## src/rtl/vga_if.sv

```systemverilog
// Video timing bundle shared between the timing generator and its consumers.
// Signals:
//   hcount[10:0], vcount[10:0] : current pixel position
//   hblnk, vblnk               : horizontal / vertical blanking
//   hsync, vsync               : sync pulses (polarity set by the producer)
// Modports: out (producer), in (consumer).
interface vga_if;
    logic [10:0] hcount;
    logic [10:0] vcount;
    logic        hblnk;
    logic        vblnk;
    logic        hsync;
    logic        vsync;

    modport out (output hcount, output vcount, output hblnk, output vblnk,
                 output hsync, output vsync);
    modport in  (input  hcount, input  vcount, input  hblnk, input  vblnk,
                 input  hsync, input  vsync);
endinterface

```

## src/rtl/vga_timing.sv

```systemverilog
// VGA raster timing generator.
// Produces pixel/line counters, blanking and sync for a configurable video mode.
// Every output is a register loaded from the next-state counter values, so all
// outputs in a cycle describe the same (hcount, vcount) pair.
// Ports:
//   clk         : pixel clock
//   rst         : synchronous active-high reset
//   vga_out     : vga_if.out bundle (hcount, vcount, hblnk, vblnk, hsync, vsync)
//   frame_start : one-cycle pulse when the outputs show pixel (0,0)
//   frame_cnt   : completed-frame counter, only when VGA_TIMING_FRAME_CNT_EN is defined
// Optional feature macro: VGA_TIMING_FRAME_CNT_EN
module vga_timing #(
    parameter int unsigned H_ACTIVE = 800,
    parameter int unsigned H_FP     = 40,
    parameter int unsigned H_SYNC   = 128,
    parameter int unsigned H_BP     = 88,
    parameter int unsigned V_ACTIVE = 600,
    parameter int unsigned V_FP     = 1,
    parameter int unsigned V_SYNC   = 4,
    parameter int unsigned V_BP     = 23,
    parameter int unsigned SYNC_POS = 1
) (
    input  logic        clk,
    input  logic        rst,
    vga_if.out          vga_out,
    output logic        frame_start
`ifdef VGA_TIMING_FRAME_CNT_EN
    ,
    output logic [15:0] frame_cnt
`endif
);

    localparam int unsigned CNT_W   = 11;
    localparam int unsigned H_TOTAL = H_ACTIVE + H_FP + H_SYNC + H_BP;
    localparam int unsigned V_TOTAL = V_ACTIVE + V_FP + V_SYNC + V_BP;

    localparam logic [CNT_W-1:0] H_LAST   = CNT_W'(H_TOTAL - 1);
    localparam logic [CNT_W-1:0] V_LAST   = CNT_W'(V_TOTAL - 1);
    localparam logic [CNT_W-1:0] H_BLANK  = CNT_W'(H_ACTIVE);
    localparam logic [CNT_W-1:0] V_BLANK  = CNT_W'(V_ACTIVE);
    localparam logic [CNT_W-1:0] HS_FIRST = CNT_W'(H_ACTIVE + H_FP);
    localparam logic [CNT_W-1:0] HS_LAST  = CNT_W'(H_ACTIVE + H_FP + H_SYNC - 1);
    localparam logic [CNT_W-1:0] VS_FIRST = CNT_W'(V_ACTIVE + V_FP);
    localparam logic [CNT_W-1:0] VS_LAST  = CNT_W'(V_ACTIVE + V_FP + V_SYNC - 1);
    localparam logic             SYNC_ACT = (SYNC_POS != 0);

    logic [CNT_W-1:0] hcount_q, hcount_d;
    logic [CNT_W-1:0] vcount_q, vcount_d;
    logic             hblnk_q, hblnk_d;
    logic             vblnk_q, vblnk_d;
    logic             hsync_q, hsync_d;
    logic             vsync_q, vsync_d;
    logic             frame_start_q, frame_start_d;

    // Next raster position and the decode of that position.
    always_comb begin
        hcount_d = hcount_q + CNT_W'(1);
        vcount_d = vcount_q;
        if (hcount_q == H_LAST) begin
            hcount_d = '0;
            vcount_d = (vcount_q == V_LAST) ? '0 : vcount_q + CNT_W'(1);
        end

        hblnk_d       = (hcount_d >= H_BLANK);
        vblnk_d       = (vcount_d >= V_BLANK);
        hsync_d       = ((hcount_d >= HS_FIRST) && (hcount_d <= HS_LAST)) ? SYNC_ACT : ~SYNC_ACT;
        vsync_d       = ((vcount_d >= VS_FIRST) && (vcount_d <= VS_LAST)) ? SYNC_ACT : ~SYNC_ACT;
        // Only reachable by wrapping from the last pixel, never from reset.
        frame_start_d = (hcount_d == '0) && (vcount_d == '0);
    end

    // Output registers; reset parks the raster at (0,0) with sync inactive.
    always_ff @(posedge clk) begin
        if (rst) begin
            hcount_q      <= '0;
            vcount_q      <= '0;
            hblnk_q       <= 1'b0;
            vblnk_q       <= 1'b0;
            hsync_q       <= ~SYNC_ACT;
            vsync_q       <= ~SYNC_ACT;
            frame_start_q <= 1'b0;
        end else begin
            hcount_q      <= hcount_d;
            vcount_q      <= vcount_d;
            hblnk_q       <= hblnk_d;
            vblnk_q       <= vblnk_d;
            hsync_q       <= hsync_d;
            vsync_q       <= vsync_d;
            frame_start_q <= frame_start_d;
        end
    end

    assign vga_out.hcount = hcount_q;
    assign vga_out.vcount = vcount_q;
    assign vga_out.hblnk  = hblnk_q;
    assign vga_out.vblnk  = vblnk_q;
    assign vga_out.hsync  = hsync_q;
    assign vga_out.vsync  = vsync_q;
    assign frame_start    = frame_start_q;

`ifdef VGA_TIMING_FRAME_CNT_EN
    logic [15:0] frame_cnt_q, frame_cnt_d;

    // Advances on the same edge frame_start is raised; wraps naturally at 2^16.
    always_comb begin
        frame_cnt_d = frame_cnt_q;
        if (frame_start_d) begin
            frame_cnt_d = frame_cnt_q + 16'd1;
        end
    end

    always_ff @(posedge clk) begin
        if (rst) begin
            frame_cnt_q <= '0;
        end else begin
            frame_cnt_q <= frame_cnt_d;
        end
    end

    assign frame_cnt = frame_cnt_q;
`endif

endmodule

```

## src/flat_wrapper.sv

```systemverilog
// flat-port wrapper written by rule: the top's interface ports become plain ports
module vga_timing_flat 
#(
    parameter int unsigned H_ACTIVE = 800,
    parameter int unsigned H_FP     = 40,
    parameter int unsigned H_SYNC   = 128,
    parameter int unsigned H_BP     = 88,
    parameter int unsigned V_ACTIVE = 600,
    parameter int unsigned V_FP     = 1,
    parameter int unsigned V_SYNC   = 4,
    parameter int unsigned V_BP     = 23,
    parameter int unsigned SYNC_POS = 1
)
  (clk, rst, frame_start, vga_out_hcount, vga_out_vcount, vga_out_hblnk, vga_out_vblnk, vga_out_hsync, vga_out_vsync);
  vga_if vga_out_i ();
  input  logic clk;
  input  logic rst;
  output logic frame_start;
  output wire logic [$bits(vga_out_i.hcount)-1:0] vga_out_hcount;
  output wire logic [$bits(vga_out_i.vcount)-1:0] vga_out_vcount;
  output wire logic [$bits(vga_out_i.hblnk)-1:0] vga_out_hblnk;
  output wire logic [$bits(vga_out_i.vblnk)-1:0] vga_out_vblnk;
  output wire logic [$bits(vga_out_i.hsync)-1:0] vga_out_hsync;
  output wire logic [$bits(vga_out_i.vsync)-1:0] vga_out_vsync;
  assign vga_out_hcount = vga_out_i.hcount;
  assign vga_out_vcount = vga_out_i.vcount;
  assign vga_out_hblnk = vga_out_i.hblnk;
  assign vga_out_vblnk = vga_out_i.vblnk;
  assign vga_out_hsync = vga_out_i.hsync;
  assign vga_out_vsync = vga_out_i.vsync;
  vga_timing #(.H_ACTIVE(H_ACTIVE), .H_FP(H_FP), .H_SYNC(H_SYNC), .H_BP(H_BP), .V_ACTIVE(V_ACTIVE), .V_FP(V_FP), .V_SYNC(V_SYNC), .V_BP(V_BP), .SYNC_POS(SYNC_POS)) u_core (.clk(clk), .rst(rst), .vga_out(vga_out_i), .frame_start(frame_start));
endmodule
```

## config.mk

```make
export PLATFORM = sky130hd
export DESIGN_NAME = vga_timing_flat
export DESIGN_NICKNAME = d
export VERILOG_FILES = /design/src/rtl/vga_if.sv /design/src/rtl/vga_timing.sv /design/src/flat_wrapper.sv
export SDC_FILE = /design/constraint.sdc
export NUM_CORES = 1
export LEC_CHECK = 0
export BUFFER_PORTS_ARGS = -buffer_cell sky130_fd_sc_hd__clkbuf_2
export CAP_MARGIN = 20
export CORE_MARGIN = 3
export CORE_UTILIZATION = 42
export DETAILED_ROUTE_END_ITERATION = 16
export PLACE_DENSITY = 0.64
export SLEW_MARGIN = 10
export SYNTH_ARGS = -nofsm -noshare
export SYNTH_HDL_FRONTEND = slang
export SYNTH_SLANG_ARGS = --single-unit
```

## constraint.sdc

```tcl
create_clock -name clk -period 7.2 [get_ports clk]
set_clock_uncertainty 0.15 [all_clocks]
set_input_delay 0.36 -clock clk [delete_from_list [all_inputs] [get_ports clk]]
set_output_delay 0.36 -clock clk [all_outputs]
set_load 0.1 [all_outputs]
```

# ---- Word level (Yosys, flattened, before mapping)
# Index checks and enable logic that the tools add are counted.
# W data, S select, Z words.
dict set report word_totals {
  register_bits 27
  inputBits 2
  output_inout_bits 27
  elab_cells 27
}
dict set report classes {
  add_sub_neg 2
  n_lt_le_gt_ge 6
  eq_ne 2
  mux 5
  reduce_logical 5
}
# op count
set op_table {}
lappend op_table {{$ge A11 B10 Y1 const B} 4}
lappend op_table {{$mux W11} 3}
lappend op_table {{$add A11 B1 Y11 const B} 2}
lappend op_table {{$le A11 B10 Y1 const B} 2}
lappend op_table {{$logic_not A11 Y1} 2}
lappend op_table {{$eq A11 B10 Y1 const B} 1}
lappend op_table {{$eq A11 B11 Y1 const B} 1}
lappend op_table {{$logic_and A1 B1 Y1} 3}
lappend op_table {{$mux W1} 2}

# ---- Depth between registers and ports, before layout
# Gate-level depths: netlist (run 1).
dict set report depth {
  word_depth 6
  depth_mapped 9
  ltp_nobuf 8
}

# ---- Worst setup path after synthesis (run 1)
# OpenSTA, ideal clock, no wires.
dict set report synth_path {
  path_type {register to register}
  startpoint {reg u_core.vcount_q[0] (netlist: u_core.vga_out.vcount[0])}
  endpoint {reg u_core.vblnk_q (netlist: u_core.vga_out.vblnk)}
  setup_time_ps 71
  arrival_ps 3267
  required_ps 6979
  path_slack_ps 3713
  path_stages_with_launch 9
  path_buffers 0
  period_less_slack_ps 3487
  path_cell_list {dfxtp_1 > ha_1 > nand4_1 > or4b_4 > a21oi_2 > o21ai_2 > or3_4 > or4b_4 > a21oi_1}
}
dict set report synth_between {
  elab_chain_len 4
  elab_cells_between_ends 5
  classes_between {add/sub (1); order compare (1); eq/ne (1); mux (2)}
}
# element line_no
set synth_lines {}
lappend synth_lines {{start, declared} vga_timing.sv:48} ;# logic [CNT_W-1:0] vcount_q, vcount_d;
lappend synth_lines {{start signal, assigned} vga_timing.sv:84} ;# vcount_q <= vcount_d;
lappend synth_lines {{$add A11 B1 Y11 or $eq A11 B10 Y1 (tied branches)} vga_timing.sv:61} ;# vcount_d = (vcount_q == V_LAST) ? '0 : vcount_q + CNT_W'(1);
lappend synth_lines {{$mux W11} vga_timing.sv:61}
lappend synth_lines {{$mux W11 (*)} vga_timing.sv:59} ;# if (hcount_q == H_LAST) begin
lappend synth_lines {{$ge A11 B10 Y1 (*)} vga_timing.sv:65} ;# vblnk_d = (vcount_d >= V_BLANK);
lappend synth_lines {{end signal, assigned} vga_timing.sv:86} ;# vblnk_q <= vblnk_d;
lappend synth_lines {{end, declared} vga_timing.sv:50} ;# logic vblnk_q, vblnk_d;
# Every way passes the cells marked *; elsewhere a longest branch is shown, timed or not.
# A chain may end at the register's enable or synchronous reset.

# ---- Worst setup path in the final report (run 1)
dict set report layout_path {
  startpoint {reg u_core.vcount_q[0] (netlist: u_core.vga_out.vcount[0])}
  endpoint {reg u_core.vsync_q (netlist: u_core.vga_out.vsync)}
}
dict set report layout_between {
  elab_chain_len 6
  elab_cells_between_ends 8
  classes_between {add/sub (1); order compare (2); eq/ne (1); mux (3); reduce/logical (1)}
}
# element line_no
set layout_lines {}
lappend layout_lines {{$add A11 B1 Y11 or $eq A11 B10 Y1 (tied branches)} vga_timing.sv:61}
lappend layout_lines {{$mux W11} vga_timing.sv:61}
lappend layout_lines {{$mux W11 (*)} vga_timing.sv:59}
lappend layout_lines {{$ge A11 B10 Y1 or $le A11 B10 Y1 (tied branches)} vga_timing.sv:67} ;# vsync_d = ((vcount_d >= VS_FIRST) && (vcount_d <= VS_LAST)) ? SYNC_ACT : ~SYNC_ACT;
lappend layout_lines {{$logic_and A1 B1 Y1 (*)} vga_timing.sv:67}
lappend layout_lines {{$mux W1 (*)} vga_timing.sv:67}
lappend layout_lines {{end signal, assigned} vga_timing.sv:80} ;# vsync_q <= ~SYNC_ACT;
lappend layout_lines {{end signal, assigned} vga_timing.sv:88} ;# vsync_q <= vsync_d;
lappend layout_lines {{end, declared} vga_timing.sv:52} ;# logic vsync_q, vsync_d;
# Marks and branches as above.

==> results by group, run 1 <==
STA
  – Final Slew Violations: 0
  – Unrepaired setup endpoints after global routing: false
  – Setup TNS: 0 ps
  – Worst Max-Slew Pin Slew: 1030 ps
  – Final Setup Violations: 0
  – Fin crit period: ~3100 ps
  – Worst setup margin: approximately 4100 ps
  – Worst slew margin: between 30% and 40%
  – Fmax: 326 MHz
  – Final Hold Viols: 0
  – Part of the cycle the worst path needs: 42.5%

Finish
  – Layout cells sized above 1: roughly a fifth
  – Finished Layout Cells: roughly 240
  – Area grow syn2layout: 12.4%
  – Final nets: ~200
  – Final Util: 49.5%
  – Ant diodes: 0

Logic synthesis
  – Flops & latches, synth: 27
  – Fraction of registers with async set/reset: 0%
  – Top-count cell post-synth: dfxtp_1
  – Post-Syn Area: approximately 1500 um2
  – Sequential-to-total area share from yosys stat: a little over a third
  – Primary FF master, synth: dfxtp_1
  – YS warnings: 0
  – Syn Nets: 180
  – Cell taking the most area after synthesis: dfxtp_1
  – Synth area leaders: dfxtp_1 36%, nor2_1 6.0%, nor3_1 4.4%
  – Commonest cells post-synth: 27 x dfxtp_1, 24 x nor2_1, 13 x nor3_1, 9 x nand3_1
  – Post-synth EDFFs: 0
  – Syn Area/Cell: about 8.5 um2
  – Post-synth top area share: a little over a third
  – Synthesized instance count: around 180
  – Post-synth cell types: 45

Floorplan
  – IO Count: 29
  – Core Area: about 3400 um2
  – Initial Util: 44.0%
  – FP Rows: 21
  – Die area: 4310 um2
  – Die width: roughly 66 um
  – Die H: 65.6 um

Pwr
  – Max rail drop VDD: just under 0.06 mV
  – Pwr Density: roughly 150 nW/um2
  – Pwr Total: 251 uW
  – Pleak: about 0.66 nW

Detailed routing
  – DRT Wirelength: around 3.4 mm
  – Antenna Violating Nets Remaining: 0
  – DR WL/cell: between 10 and 15 um
  – Vias: around 1,400
  – DRC: 0
  – Drt pass-1 iters: 4
  – 1st-iter DRT viols: between 70 and 80
  – Via-to-Cell Ratio: roughly 5.7

Critical path
  – CP endpoint: u_core.vga_out.vsync
  – Worst setup SP type: flip-flop
  – FF-to-FF setup slack: slightly above 4000 ps
  – Reg2Reg Launch Point: u_core.vga_out.vcount[0]
  – Crit-path slowest cell: nor4b_1
  – Worst EP arrival: roughly 3200 ps
  – Crit path kind: reg2reg
  – R2R depth: 8
  – Crit path max fanout: 8
  – Critical Path Start: u_core.vga_out.vcount[0]
  – Required time of the worst setup path: between 7000 and 8000 ps
  – CP cell instances: ha_1 -> nand4_1 -> nor4b_1 -> o2bb2ai_1 -> a2bb2oi_1 -> a221oi_1 -> a31oi_1 -> nor3_1
  – Setup crit end kind: flip-flop
  – Slowest stage delay, CP: between 800 and 900 ps
  – CP bufs+invs: 0
  – Top delay family on crit path: simple AND/OR/NAND/NOR gates
  – Instance count on the critical path: 8
  – RR Endpoint: u_core.vga_out.vsync

Placement
  – RePlAce Congestion: between 0.9 and 1
  – Post-DP HPWL: ~2.5 mm
  – Placed insts: 240
  – PortBufs: 28
  – Place WS: roughly 4200 ps

Clock network
  – Clk Latency, worst-skew pair: 340 ps
  – CTS tree: done
  – Htree depth: 1
  – CTS resizes: 0
  – Root Driver: clkbuf_4
  – CTS buffer count: 3
  – Post-CTS Hold Buffers: 0
  – CTS sink cnt: 27
  – Post-CTS Setup Bufs: 0
  – Clock Tree Buf Depth: 2
  – Clk slew on worst S/H paths: 160 ps

GRT
  – First-pass GRT wire length: 5.87 mm
  – Vias in the first global route: between 1,000 and 1,500
  – Gr ovfl total: 0
  – Antenna violations before repair: 0
  – Total GRT Usage: 17.1%
  – Largest net degree at the start of global routing: 26

Job
  – Max Cap Violations: 0

Hold path
  – HP Class: reg2reg

Outcome
  – Status: completed
-- cell type report --
| class | instances | area [um2] |
|---|---|---|
| clock inverter | 1 | 7.51 |
| multi-input combinational | 135 | 895 |
| fill | 331 | 1710 |
| sequential | 27 | 541 |
| timing repair buffer | 28 | 140 |
| tap | 46 | 57.6 |
| inverter | 4 | 15.0 |
| clock buffer | 3 | 22.5 |
-- cells by family (layout without fill, tap and decap cells) --
| group | Yosys count | after routing | share of synthesized area (%) |
|---|---|---|---|
| xor+xnor | 14 | 14 | 8.21 |
| simple gates | 88 | 88 | 34.9 |
| fa+ha+maj | 3 | 3 | 2.51 |
| buf+inv | 13 | 36 | 3.86 |
| flops | 27 | 27 | 36.2 |
| compound gates | 28 | 28 | 13.0 |
| mux | 2 | 2 | 1.34 |
-- metrics by stage --
| step | cell area [um2] | hold WS [ps] |
|---|---|---|
| floorplan | 1490 | 282 |
| global placement | 1650 | 342 |
| detailed placement | 1650 | 362 |
| CTS | 1680 | 381 |
| global route | 1680 | 404 |
| finish | 1680 | 384 |
-- per-layer routing --
layer,up-vias,GRT usage (%),share of wire [%]
met5,-,0,0
met3,4,2.22,3.1
met4,0,5.96,1.0
met1,664,21.9,49
met2,27,29.2,47
li1,684,-,-
-- state kept, by name (all words and copies together), names as in the netlist --
signal	flops
u_core.vga_out.hcount	11
u_core.vga_out.vcount	11
u_core.frame_start	1
u_core.vga_out.hblnk	1
u_core.vga_out.hsync	1
u_core.vga_out.vblnk	1
u_core.vga_out.vsync	1
-- worst min-delay path by stage --
stage	start	to	slack (ps)	depth (start not counted)
after floorplan	rst	u_core.vga_out.vcount[10]	280	1
after global placement	u_core.vga_out.hcount[0]	u_core.vga_out.hcount[0]	340	1
after detailed placement	u_core.vga_out.hcount[0]	u_core.vga_out.hcount[0]	360	1
after CTS	u_core.vga_out.hcount[0]	u_core.vga_out.hcount[0]	380	1
after global routing	u_core.vga_out.hcount[0]	u_core.vga_out.hcount[0]	400	1
final	u_core.vga_out.hcount[0]	u_core.vga_out.hcount[0]	380	1
-- worst register-to-register path, delay by kind of cell, from the launching register on --
kind | cells | cell delay, ps
simple gates | 3 | 1190
compound gates | 4 | 930
flops | 1 | 470
fa+ha+maj | 1 | 260
-- cells in the final DEF, fill, tap and decap left out, types with 2 or more instances in the layout --
| master | n |
|---|---|
| nor2_1 | 24 |
| mux2i_1 | 2 |
| o2bb2ai_1 | 2 |
| o21bai_1 | 2 |
| clkbuf_2 | 28 |
| a2bb2oi_1 | 2 |
| a21oi_1 | 5 |
| o21ai_0 | 6 |
| nand3_1 | 9 |
| and3_1 | 4 |
| inv_1 | 4 |
| or3_1 | 4 |
| dfxtp_1 | 27 |
| xnor2_1 | 7 |
| nor2b_1 | 6 |
| nor3_1 | 13 |
| nor4_1 | 2 |
| nand2_1 | 6 |
| a22oi_1 | 2 |
| xor2_1 | 7 |
| clkbuf_4 | 3 |
| or4b_4 | 2 |
| ha_1 | 3 |
| nand4_1 | 7 |
-- power breakdown --
part           total, mW  internal [mW]  switching (mW)
Combinational     0.0261        0.00488          0.0212
Clock             0.0699         0.0213          0.0486
Sequential         0.155          0.152         0.00310
Power figures use the tool's default switching activity.
==> run 2: changes to the inputs <==
clock period = 2.95 ns   (was 7.2 ns; I/O delays follow)
==> results by group, run 2 (same netlist as run 1, synthesis figures left out) <==
Detailed routing
  – Vias: 1,422 (+3.1%)
  – 1st-iter DRT viols: 108 (+38%)
  – Via-to-Cell Ratio: 5.71 (+1.0%)
  – Antenna Violating Nets Remaining: 0 (unchanged)
  – DR WL/cell: 14.7 um (+4.5%)
  – Drt pass-1 iters: 4 (unchanged)
  – DRT Wirelength: 3.66 mm (+6.6%)
  – DRC: 0 (unchanged)

Critical path
  – Required time of the worst setup path: 3050 ps (-4280 ps)
  – Crit-path slowest cell: or4b_4
  – CP most frequent cell: or4b_4
  – CP bufs+invs: 0 (unchanged)
  – Worst EP arrival: 2920 ps (-270 ps)
  – CP cell instances: ha_1 -> nand4_1 -> or4b_4 -> a21oi_2 -> o21ai_2 -> or3_4 -> or4b_4 -> a21oi_1
  – Crit path kind: reg2reg
  – Crit path max fanout: 8 (unchanged)
  – R2R depth: 8 (unchanged)
  – FF-to-FF setup slack: 130 ps (-4010 ps)
  – Worst setup SP type: flip-flop
  – Setup crit end kind: flip-flop
  – RR Endpoint: u_core.vga_out.vblnk
  – Slowest stage delay, CP: 530 ps (-340 ps)
  – Reg2Reg Launch Point: u_core.vga_out.vcount[0]
  – Top delay family on crit path: simple AND/OR/NAND/NOR gates

Job
  – Max Cap Violations: 0 (unchanged)

Floorplan
  – Core Area: 3390 um2 (unchanged)
  – Die width: 65.6 um (unchanged)
  – Die area: 4310 um2 (unchanged)
  – IO Count: 29 (unchanged)
  – Initial Util: 44.0% (unchanged)
  – FP Rows: 21 (unchanged)
  – Die H: 65.6 um (unchanged)

STA
  – Setup TNS: 0 ps (unchanged)
  – WHS: 198 ps (-186 ps)
  – Final Setup Violations: 0 (unchanged)
  – Final Hold Viols: 0 (unchanged)
  – Fin crit period: 2820 ps (-244 ps)
  – Worst slew margin: 63.2% (+33 points)
  – Worst setup margin: 131 ps (-4010 ps)
  – Worst Max-Slew Pin Slew: 554 ps (-475 ps)
  – Fmax: 355 MHz (+8.7%)
  – Part of the cycle the worst path needs: 95.5% (+53 points)
  – Final Slew Violations: 0 (unchanged)

Placement
  – Place WS: 170 ps (-4080 ps)
  – RePlAce Congestion: 0.921 (+1.2%)
  – Post-DP HPWL: 2.78 mm (+9.4%)
  – PortBufs: 28 (unchanged)

Finish
  – Final nets: 209 (+2.5%)
  – Most common cell after layout, fill and taps aside: clkbuf_2
  – Area grow syn2layout: 17.9%
  – Commonest non-fill, non-tap cells in the layout: 28 x clkbuf_2, 24 x nor2_1, 13 x nor3_1
  – Layout cells sized above 1: 32.5% (+12 points)
  – Ant diodes: 0 (unchanged)

Hold path
  – WHS Path Cells: 2 (+1)
  – HP Class: in2reg
  – WHS Endpoint: u_core.vga_out.hcount[1]
  – Hold path startpoint: rst

GRT
  – Gr ovfl total: 0 (unchanged)
  – Total GRT Usage: 18.0% (+0.98 points)
  – First-pass GRT wire length: 6.13 mm (+4.4%)
  – Antenna violations before repair: 0 (unchanged)
  – Largest net degree at the start of global routing: 26 (unchanged)
  – Vias in the first global route: 1,383 (+7.2%)

Clock network
  – Htree depth: 1 (unchanged)
  – Clk slew on worst S/H paths: 150 ps (about the same)
  – Clock Tree Buf Depth: 2 (unchanged)
  – CTS sink cnt: 27 (unchanged)
  – CTS tree: done
  – Post-CTS Hold Buffers: 0 (unchanged)
  – CTS buffer count: 3 (unchanged)
  – Clk Latency, worst-skew pair: 320 ps (-20 ps)
  – Root Driver: clkbuf_4

Pwr
  – Max rail drop VDD: 0.141 mV (+140%)
  – Pleak: 0.700 nW (+6.2%)
  – Pwr Density: 339 nW/um2 (+130%)

Outcome
  – Status: completed
[run 2: changes by cell type in the layout (fill, tap and decap cells not counted)]
cell        change
clkinvlp_4      -1
clkinv_2        +1
nor4_1          -1
buf_4           +5
nor4_2          +1
dfxtp_2        +12
dfxtp_4         +7
dfxtp_1        -19
[run 2: cell type report]
class	count	area, um2
Fill cell	328	1630
Multi-Input combinational cell	135	901
Sequential cell	27	582
Timing Repair Buffer	33	178
Tap cell	46	57.6
Clock buffer	3	22.5
Inverter	4	15.0
Clock inverter	1	5.00
[run 2: worst max path at each step]
| stage | startpoint | end | slack, ps | cells after the start |
|---|---|---|---|---|
| after floorplan | u_core.vga_out.hcount[1] | u_core.vga_out.vblnk | 20 | 8 |
| after CTS | u_core.vga_out.vcount[0] | u_core.vga_out.vblnk | 140 | 8 |
| after global routing | u_core.vga_out.hcount[0] | u_core.vga_out.vsync | -9 | 8 |
| final | u_core.vga_out.vcount[0] | u_core.vga_out.vblnk | 130 | 8 |
| after detailed placement | u_core.vga_out.vcount[0] | u_core.vga_out.vsync | 170 | 8 |
| after global placement | u_core.vga_out.vcount[0] | u_core.vga_out.vblnk | 240 | 8 |
[run 2: per-layer routing]
metal / vias up / GRT usage [%] / part of all wire [%]
met5: - / 0 / 0
met4: 0 / 9.84 / 1.9
met3: 10 / 2.22 / 4.0
met2: 49 / 31.9 / 51
met1: 670 / 21.0 / 43
li1: 693 / - / -
[run 2: repair_timing]
action / CTS / global route
setup endpoints to repair: 0 / 2
setup buffers: 0 / 0
resized for setup: 0 / 1
[run 2: metrics by stage]
step	area, um2	total power, mW	utilization, %	cells
floorplan	1530	0.434	-	175
global placement	1730	0.446	50.9	245
detailed placement	1730	0.447	50.9	245
CTS	1750	0.612	51.8	249
global route	1760	0.626	51.9	249
finish	1760	0.597	51.9	249
[run 2: power by group]
group	internal (mW)	switching, mW
combinational	0.0125	0.0520
sequential	0.366	0.00799
clock	0.0508	0.108
==> run 3: changes to the inputs <==
CORE_UTILIZATION = 40   (was 42)
PLACE_DENSITY = 0.62   (was 0.64)
SETUP_SLACK_MARGIN = 0.3   (was unset)
==> results by group, run 3 (same netlist as run 1, synthesis figures left out) <==
Finish
  – Fillers: 345 (+5.2%)
  – Post-route cell area: 1890 um2 (+7.1%)
  – Reg area: 604 um2 (+3.9%)
  – Final Util: 54.4% (+2.4 points)
  – Most common cell after layout, fill and taps aside: clkbuf_2
  – Area grow syn2layout: 26.3%
  – Area of the multi-input gates: 956 um2 (+6.1%)
  – Ant diodes: 0 (unchanged)
  – Final nets: 213 (+1.9%)
  – Commonest non-fill, non-tap cells in the layout: 28 x clkbuf_2, 24 x nor2_1, 15 x dfxtp_4
  – Layout cells sized above 1: 37.2% (+4.7 points)

Critical path
  – Worst setup SP type: flip-flop
  – RR Endpoint: u_core.vga_out.vblnk
  – Crit path kind: reg2reg
  – Crit path max fanout: 6 (-2)
  – CP endpoint: u_core.vga_out.vblnk
  – Worst EP arrival: 2640 ps (-280 ps)
  – R2R depth: 7 (-1)
  – Setup crit end kind: flip-flop
  – Critical Path Start: u_core.vga_out.vcount[7]
  – Required time of the worst setup path: 3010 ps (-40 ps)
  – Reg2Reg Launch Point: u_core.vga_out.vcount[7]
  – FF-to-FF setup slack: 370 ps (+240 ps)

Clock network
  – CTS buffer count: 3 (unchanged)
  – Root Driver: clkbuf_8
  – Clock Tree Buf Depth: 2 (unchanged)
  – Clk Latency, worst-skew pair: 270 ps (-50 ps)
  – CTS tree: done
  – Htree depth: 1 (unchanged)
  – CTS sink cnt: 27 (unchanged)
  – Clk slew on worst S/H paths: 90 ps (-60 ps)

Placement
  – RePlAce Congestion: 0.794 (-14%)
  – Post-DP HPWL: 2.51 mm (-9.7%)
  – PortBufs: 28 (unchanged)
  – Post-DP Area: 1750 um2 (+1.5%)

STA
  – Worst Max-Slew Pin Slew: 546 ps (-8.45 ps)
  – Unrepaired setup endpoints after global routing: true
  – Final Slew Violations: 0 (unchanged)
  – Fin crit period: 2580 ps (-238 ps)
  – Final Hold Viols: 0 (unchanged)
  – Worst slew margin: 63.8% (+0.56 points)
  – Setup TNS: 0 ps (unchanged)
  – WHS: 224 ps (+26.4 ps)
  – Part of the cycle the worst path needs: 87.5% (-8.1 points)
  – Final Setup Violations: 0 (unchanged)
  – Fmax: 388 MHz (+9.2%)

Job
  – Max Cap Violations: 0 (unchanged)

Pwr
  – Seq pwr share: 57.5% (-5.1 points)
  – Pwr Density: 339 nW/um2 (about the same)
  – Pleak: 0.740 nW (+5.7%)
  – Clock network fraction of total power: 32.4% (+5.8 points)
  – NetSw: 171 uW (+2.0%)
  – Max rail drop VDD: 0.179 mV (+27%)
  – Comb pwr share: 10.1% (-0.7 points)
  – P_int: 468 uW (+9.1%)
  – Switching Share: 26.8% (-1.3 points)
  – Pwr Total: 639 uW (+7.1%)

Floorplan
  – Initial Util: 43.0% (-1.0 points)
  – IO Count: 29 (unchanged)
  – Core Area: 3470 um2 (+2.3%)
  – Die width: 67.1 um (+2.2%)
  – Die area: 4500 um2 (+4.5%)
  – Die H: 67.1 um (+2.2%)
  – FP Rows: 21 (unchanged)

GRT
  – Gr ovfl total: 0 (unchanged)
  – Largest net degree at the start of global routing: 26 (unchanged)
  – Vias in the first global route: 1,286 (-7.0%)
  – Antenna violations before repair: 0 (unchanged)
  – First-pass GRT wire length: 5.78 mm (-5.7%)
  – Total GRT Usage: 16.7% (-1.3 points)

Detailed routing
  – DRC: 0 (unchanged)
  – DR WL met3: 178 um (+22%)
  – Via-to-Cell Ratio: 5.51 (-3.5%)
  – Vias: 1,394 (-2.0%)
  – Wire length on met2: 1.48 mm (-20%)
  – Wl on met1: 1.72 mm (+8.8%)
  – 1st-iter DRT viols: 85 (-21%)
  – Uppermost routed layer: met4
  – DRT Wirelength: 3.44 mm (-6.1%)
  – Drt pass-1 iters: 4 (unchanged)
  – DR WL/cell: 13.6 um (-7.6%)
  – Antenna Violating Nets Remaining: 0 (unchanged)

Outcome
  – Status: completed

Hold path
  – HP Class: in2reg
[run 3: changes by cell type in the layout (fill, tap and decap cells not counted), moves of 2 or more]
cell      before  now
ha_1           3    1
dfxtp_2       12    6
clkbuf_8       0    3
dfxtp_1        8    6
clkbuf_4       3    0
ha_4           0    2
dfxtp_4        7   15
buf_4          5    9
[run 3: cell type report]
class | count | area share, %
multi-input combinational | 135 | 50.7
clock buffer | 4 | 2.39
inverter | 4 | 0.796
tap | 46 | 3.05
sequential | 27 | 32.1
timing repair buffer | 37 | 11.0
[run 3: worst min-delay path by stage]
stage                                   startpoint                  endpoint  cells after the start
after floorplan                                rst  u_core.vga_out.vcount[5]                      1
after global placement    u_core.vga_out.hcount[0]  u_core.vga_out.hcount[0]                      1
after detailed placement  u_core.vga_out.hcount[0]  u_core.vga_out.hcount[0]                      1
after CTS                                      rst  u_core.vga_out.hcount[1]                      2
after global routing                           rst      u_core.vga_out.vblnk                      2
final                                          rst      u_core.vga_out.vblnk                      2
[run 3: what timing repair did]
item | in CTS | in global routing
endpoints found under the setup margin | 2 | 3
hold buffers | 0 | 0
pin swaps | 1 | 4
resized for setup | 3 | 6
endpoints found under the hold margin | 0 | 0
buffers inserted | 6 | 1
[run 3: power by group through the flow]
| stage | Clock [mW] | Combinational (mW) | Sequential (mW) |
|---|---|---|---|
| floorplan | 0 | 0.0210 | 0.410 |
| global placement | 0 | 0.0644 | 0.377 |
| detailed placement | 0 | 0.0645 | 0.378 |
| CTS | 0.218 | 0.0646 | 0.369 |
| global route | 0.232 | 0.0687 | 0.369 |
| finish | 0.207 | 0.0644 | 0.368 |
[run 3: metrics by stage]
stage | std cells | setup slack [ps]
after floorplan | 175 | 122
after detailed placement | 242 | 182
after global placement | 242 | 270
final | 253 | 370
after global routing | 253 | 239
after CTS | 252 | 301
[run 3: layer usage]
metal / GRT usage [%] / vias to the layer above
met5: 0 / -
met4: 7.85 / 0
met3: 2.36 / 5
met2: 25.2 / 37
met1: 23.2 / 653
li1: - / 699
[run 3: worst max-delay path: stages, from the launching register on]
cell     delay, ps
dfxtp_4        380
nor4b_4        250
or4b_4         490
a21oi_2        140
o21ai_2         70
or3_4          390
or4b_4         500
a21oi_2        140
